**src/rtl/uart_rx_fifo.sv**
```systemverilog
// -----------------------------------------------------------------------------
// uart_rx_fifo
//
// Receive-side buffer placed directly after UART_RX. Each rising edge of
// data_valid captures P_DATA into a small circular FIFO. The oldest word is
// presented show-ahead on a valid/ready read port. The block also reports the
// fill level and raises a sticky overflow flag whenever a byte is dropped.
//
// Parameters
//   DATA_WIDTH  width of a received word (matches P_DATA)
//   DEPTH_LOG2  log2 of the FIFO depth, legal range 1..6
//
// Ports
//   CLK         single clock (UART_RX domain)
//   RST         synchronous active-high reset
//   P_DATA      received word from UART_RX
//   data_valid  byte-valid level from UART_RX; one write per rising edge
//   RD_DATA     oldest stored word (show-ahead); don't-care while RD_VALID=0
//   RD_VALID    FIFO non-empty
//   RD_READY    consumer takes RD_DATA this cycle
//   COUNT       number of stored words, 0..2^DEPTH_LOG2
//   FULL        COUNT == 2^DEPTH_LOG2
//   OVERFLOW    sticky: a received word was dropped
//   OVF_CLR     clears OVERFLOW (a same-cycle drop wins)
// -----------------------------------------------------------------------------
module uart_rx_fifo #(
    parameter int DATA_WIDTH = 8,
    parameter int DEPTH_LOG2 = 3
) (
    input  logic                  CLK,
    input  logic                  RST,
    input  logic [DATA_WIDTH-1:0] P_DATA,
    input  logic                  data_valid,
    output logic [DATA_WIDTH-1:0] RD_DATA,
    output logic                  RD_VALID,
    input  logic                  RD_READY,
    output logic [DEPTH_LOG2:0]   COUNT,
    output logic                  FULL,
    output logic                  OVERFLOW,
    input  logic                  OVF_CLR
);

    localparam int DEPTH = 1 << DEPTH_LOG2;

    localparam logic [DEPTH_LOG2:0]   FULL_COUNT = {1'b1, {DEPTH_LOG2{1'b0}}};
    localparam logic [DEPTH_LOG2:0]   COUNT_ONE  = (DEPTH_LOG2 + 1)'(1);
    localparam logic [DEPTH_LOG2-1:0] PTR_ONE    = DEPTH_LOG2'(1);

    logic [DATA_WIDTH-1:0] mem [DEPTH];
    logic [DEPTH_LOG2-1:0] wr_ptr;
    logic [DEPTH_LOG2-1:0] rd_ptr;
    logic [DEPTH_LOG2:0]   count_q;
    logic                  dv_q;
    logic                  overflow_q;

    logic wr_req;
    logic rd_fire;
    logic wr_accept;
    logic wr_drop;

    // Status decoded from the explicit occupancy register.
    assign COUNT    = count_q;
    assign FULL     = (count_q == FULL_COUNT);
    assign RD_VALID = (count_q != '0);
    assign OVERFLOW = overflow_q;

    // Show-ahead read straight from the register array.
    assign RD_DATA = mem[rd_ptr];

    // One write per rising edge of data_valid, however long the level is held.
    assign wr_req  = data_valid & ~dv_q;
    assign rd_fire = RD_VALID & RD_READY;

    // A full FIFO still accepts a write when a read frees a slot in the same
    // cycle; only without that read is the word dropped.
    assign wr_accept = wr_req & (~FULL | rd_fire);
    assign wr_drop   = wr_req & FULL & ~rd_fire;

    // NOTE: the storage array has no reset; its contents are unreachable until
    // written, because RD_VALID gates every read after the pointers clear.
    always_ff @(posedge CLK) begin
        if (!RST && wr_accept) begin
            mem[wr_ptr] <= P_DATA;
        end
    end

    // NOTE: sequential state uses non-blocking assignments so every register
    // samples the pre-edge values, regardless of statement order.
    always_ff @(posedge CLK) begin
        if (RST) begin
            wr_ptr     <= '0;
            rd_ptr     <= '0;
            count_q    <= '0;
            overflow_q <= 1'b0;
            // Held high through reset so a data_valid level that spans reset
            // release must be seen low before it can write again.
            dv_q       <= 1'b1;
        end else begin
            dv_q <= data_valid;

            if (wr_accept) begin
                wr_ptr <= wr_ptr + PTR_ONE;
            end
            if (rd_fire) begin
                rd_ptr <= rd_ptr + PTR_ONE;
            end

            case ({wr_accept, rd_fire})
                2'b10:   count_q <= count_q + COUNT_ONE;
                2'b01:   count_q <= count_q - COUNT_ONE;
                default: count_q <= count_q;
            endcase

            // Set has priority over clear.
            if (wr_drop) begin
                overflow_q <= 1'b1;
            end else if (OVF_CLR) begin
                overflow_q <= 1'b0;
            end
        end
    end

endmodule

```
**config.mk**
```make
export PLATFORM = sky130hd
export DESIGN_NAME = uart_rx_fifo
export DESIGN_NICKNAME = d
export VERILOG_FILES = /design/src/rtl/uart_rx_fifo.sv
export SDC_FILE = /design/constraint.sdc
export NUM_CORES = 1
export LEC_CHECK = 0
export ABC_AREA = 1
export CORE_MARGIN = 2
export CORE_UTILIZATION = 61
export DETAILED_ROUTE_END_ITERATION = 8
export PLACE_DENSITY = 0.94
export SLEW_MARGIN = 15
export SYNTH_ARGS = -nofsm -noshare
export SYNTH_HDL_FRONTEND = slang
export SYNTH_SLANG_ARGS = --single-unit
```
**constraint.sdc**
```tcl
create_clock -name CLK -period 3.8 [get_ports CLK]
set_input_delay 0.57 -clock CLK [delete_from_list [all_inputs] [get_ports CLK]]
set_output_delay 0.57 -clock CLK [all_outputs]
set_load 0.01 [all_outputs]
```
# Yosys cells after proc, flatten, opt, wreduce, memory -nomap -nowiden
# Memories as Yosys holds them, arrays and structs flattened. A register that Yosys moved wholly into a read port is not among the register bits.
# Index checks and enable logic that the tools add are counted.
[word_totals] in_bits=13 ram_bits=64 reg_bits=12 mem_count=1
[op_classes] mux=7 n_bitwise=9 n_addsub=4 n_eq_ne=3 reduce_logical=5
[mem_list] memory="mem" words=8 word_bits=8 read_ports=1 rd_clocked_by_memory_dff=1 write_ports=1 line="49" source="logic [DATA_WIDTH-1:0] mem [DEPTH];"
[op_table] op="4-bit case mux with 2 select lines" count=1
[op_table] op="3-bit by 1-bit adder with 3-bit output (second input constant)" count=2
[op_table] op="3-bit two-way mux" count=2
[op_table] op="1-bit bitwise AND" count=5
[op_table] op="4-bit by 1-bit adder with 4-bit output (second input constant)" count=1
[op_table] op="4-bit equality test (second input constant)" count=1
[op_table] op="1-bit two-way mux" count=4
[op_table] op="2-bit nonzero test" count=2
[op_table] op="4-bit nonzero test" count=1
[op_table] op="4-bit by 1-bit subtractor with 4-bit output (second input constant)" count=1
[op_table] op="1-bit NOT" count=3
[op_table] op="2-bit by 1-bit equality test with 1-bit output (second input constant)" count=1
[op_table] op="2-bit equality test (second input constant)" count=1
[op_table] op="1-bit logical AND" count=1
[op_table] op="1-bit logical NOT" count=1
[op_table] op="1-bit OR" count=1

# Longest topological paths before layout
[depth] word_depth=7 depth_mapped=14 depth_no_buf=14

# Least setup slack after synthesis
# No wires, ideal clock.
[synth_timing] path_type="input-to-reg" start="in data_valid" end="mem mem[0][0] (enable)" n_path_buf=0 cell_stages=6 arrival_time_ns=1.648 required_ns=3.417 setup_time_ns=0.383 setup_slack_ns=1.769 cell_sequence="nand2_1 inv_1 nand2_2 inv_2 nand2_1 nor3_1"
[synth_via] elab_chain_len=5
[synth_lines] item="start, declared" line="33" source="input logic data_valid,"
[synth_lines] item="1-bit bitwise AND" line="71" source="assign wr_req = data_valid & ~dv_q;"
[synth_lines] item="1-bit bitwise AND" line="76" source="assign wr_accept = wr_req & (~FULL | rd_fire);"
[synth_lines] item="1-bit logical AND" line="82" source="if (!RST && wr_accept) begin"
[synth_lines] item="1-bit two-way mux" line="82"
[synth_lines] item="1-bit two-way mux (not written as such)" line="83" source="mem[wr_ptr] <= P_DATA;"
[synth_lines] item="end, declared" line="49"
# No other way between the ends.

==> flow_metrics.env <==
export IMPL_status="finished, final reports clean"
export IMPL_vias_per_cell=5.88
export IMPL_p_per_area_mw_per_mm2=689
export IMPL_r2r_end="mem[7][5]$_DFFE_PP_"
export IMPL_cp_start_kind="flip-flop"
export IMPL_endpoint="RD_DATA[2]"
export IMPL_r2r_start="COUNT[1]$_SDFFE_PP0P_"
export IMPL_grt_usage_pct=26.4
export IMPL_synth_compound_area_share_pct=10.7
export IMPL_endpoint_kind="output port"
export IMPL_period_share_pct=89.8
export IMPL_maxCapViolations=0
export IMPL_wl_met3_microns=551
export IMPL_worstHoldPathType="reg2reg"
export IMPL_cp_arrival_ps=2840
export IMPL_cp_max_fo=33
export IMPL_ir_worst_vdd_v=0.000522
export IMPL_io_buffers=27
export IMPL_root_buffer="clkbuf_8"
export IMPL_cts_made_buffers=9
export IMPL_layout_drive_gt1_share_pct=9.82
export IMPL_synth_top_family_by_area="simple AND/OR/NAND/NOR gates"
export IMPL_power_net_switching_uw=898
export IMPL_finalClockSkew_ps=6.80
export IMPL_finalWeightedCongestion=0.788
export IMPL_die_w_microns=77.0
export IMPL_cts_resized=0
export IMPL_diodes=0
export IMPL_syn_area_sq_mm=0.00325
export IMPL_num_rows=26
export IMPL_p_leak_nw=1.37
export IMPL_dp_hpwl_mm=4.57
export IMPL_firstDrtPassIters=5
export IMPL_synth_fa_ha_area_share_pct=1.15
export IMPL_grt_max_degree=34
export IMPL_synth_cells=295
export IMPL_regArea_sq_mm=0.00222
export IMPL_cts_tree="done"
export IMPL_routed_top_layer="met4"
export IMPL_ys_types=27
export IMPL_areaGrowthSynthToFinish_pct=18.0
export IMPL_synth_seq_cells=79
export IMPL_nets=347
export IMPL_fin_ws_ps=388
export IMPL_r2r_cells=6
export IMPL_syn_nets=311
export IMPL_clock_sinks=79
export IMPL_ys_warn_count=0
export IMPL_worstSetupPathType="reg2out"
export IMPL_synth_xor_area_share_pct=0.539
export IMPL_dpl_cell_area_sq_mm=0.00363
export IMPL_grt_pass1_wl_mm=11.7
export IMPL_drtAntennaViolNets=0
export IMPL_wl_met1_mm=2.75
export IMPL_layout_common_cells="68 x nor2_1, 64 x edfxtp_1, 38 x o21ai_0"
export IMPL_setup_viol=0
export IMPL_drt_iter0_drc=283
export IMPL_die_h_microns=77.0
export IMPL_synth_area_mux_share_pct=0
export IMPL_vias=2389
export IMPL_rrSetupSlack_ps=1640
export IMPL_multi_input_area_sq_um=901
export IMPL_rsz0062_at_grt="false"
export IMPL_wl_per_cell_microns=17.7
export IMPL_maxSlewHeadroom_pct=33.2
export IMPL_holdBufCountCts=0
export IMPL_p_clk_share_pct=24.5
export IMPL_fmax_ghz=0.293
export IMPL_grt_pass1_vias=2413
export IMPL_synth_top_area_share_pct=59.1
export IMPL_synth_area_per_cell_sq_um=11.0
export IMPL_seq_area_frac_synth_pct=68.3
export IMPL_holdWs_ps=479
export IMPL_hold_violations=0
export IMPL_start_util_pct=63.3
export IMPL_power_frac_comb_pct=35.2
export IMPL_drcViolationCount=0
export IMPL_tns_ps=0
export IMPL_final_max_slew_viol_count=0
export IMPL_intPower_mw=1.75
export IMPL_post_cts_buffers=0
export IMPL_p_seq_share_pct=40.2
export IMPL_clk_path_buf_depth=2
export IMPL_coreArea_sq_mm=0.00514
export IMPL_synth_simple_gate_area_share_pct=15.3
export IMPL_route_met2_wl_mm=3.72
export IMPL_worstMarginPinSlew_ps=998
export IMPL_final_cell_area_sq_mm=0.00384
export IMPL_wirelength_mm=7.17
export IMPL_antenna_found_initial=0
export IMPL_period_minus_slack_ps=3410
export IMPL_grt_ovfl_total=0
export IMPL_switching_share_pct=34.0
export IMPL_num_io_pins=28
export IMPL_dieArea_sq_mm=0.00593
export IMPL_htree_levels=3
export IMPL_final_common_cell="nor2_1"
export IMPL_synth_area_leaders="edfxtp_1 59%, dfxtp_1 9.2%, nor2_1 7.8%"
export IMPL_clk_latency_ps=340
export IMPL_fill_cells=351
export IMPL_worst_endpoint_required_ps=3230
export IMPL_place_ws_ps=820
export IMPL_path_clk_slew_ps=70
export IMPL_synth_largest_area_cell="edfxtp_1"
area by class of cell:
cell class | count | area share, %
multi-input combinational | 182 | 23.5
clock inverter | 4 | 1.83
timing repair buffer | 35 | 8.61
sequential | 79 | 57.9
inverter | 24 | 2.35
clock buffer | 12 | 3.52
tap | 70 | 2.28
worst min path at each step:
stage | startpoint | end | slack [ps] | depth (start not counted)
after floorplan | rd_ptr[2]$_SDFFE_PP0N_ | flip-flop | 430 | 2
after global placement | rd_ptr[2]$_SDFFE_PP0N_ | flip-flop | 440 | 2
after detailed placement | rd_ptr[2]$_SDFFE_PP0N_ | flip-flop | 460 | 2
after CTS | rd_ptr[2]$_SDFFE_PP0N_ | rd_ptr[2]$_SDFFE_PP0N_ | 480 | 2
after global routing | rd_ptr[2]$_SDFFE_PP0N_ | flip-flop | 510 | 2
final | rd_ptr[2]$_SDFFE_PP0N_ | rd_ptr[2]$_SDFFE_PP0N_ | 480 | 2
routing by layer:
metal	vias to the layer above	track usage, %
met4	0	10.7
met5	-	0
met1	1147	33.4
li1	1102	-
met2	124	43.9
met3	16	6.47
synth_stat cells, drive strengths merged:
cell type,instances
buf,1
xor2,1
nor3,4
or2,1
a31oi,9
ha,3
o21ai,40
a21oi,7
nand2,26
edfxtp,64
dfxtp,15
inv,23
o211ai,1
nand4,2
nor4,1
nand3,9
o22ai,8
clkinv,1
xnor2,1
nor2,69
clkbuf,9
state kept, by name (all words and copies together), names as in the netlist, named ones only:
| signal | cells |
|---|---|
| wr_ptr | 3 |
| mem | 64 |
| dv_q | 1 |
| rd_ptr | 3 |
| OVERFLOW | 1 |
| COUNT | 4 |
worst max-delay path, stage by stage (launching register included):
cell	delay (ps)
dfxtp_1	300
buf_4	230
inv_1	660
o21ai_0	200
o22ai_1	190
nor2_1	80
a31oi_1	250
clkdlybuf4s50_1	590
power groups by stage:
stage	combinational [mW]	sequential (mW)	clock, mW
2_1_floorplan	0.583	1.06	0
3_3_place_gp	0.870	1.08	0
3_5_place_dp	0.914	1.08	0
4_1_cts	0.927	1.06	0.660
5_1_grt	1.04	1.08	0.697
6_report	0.931	1.06	0.649
stage by stage:
stage	std cells	power, mW	utilization, %
2_1_floorplan	295	1.65	-
3_3_place_gp	390	1.94	70.6
3_5_place_dp	390	1.99	70.6
4_1_cts	406	2.65	74.6
5_1_grt	406	2.81	74.6
6_report	406	2.64	74.6
logic make-up after synthesis:
| kind of cell | Yosys count |
|---|---|
| and+or+nand+nor | 112 |
| DFF | 79 |
| AOI/OAI and AO/OA | 65 |
| buffers and inverters | 34 |
| adders and majority gates | 3 |
| xor gates and xnor gates | 2 |
Power figures use the tool's default switching activity.
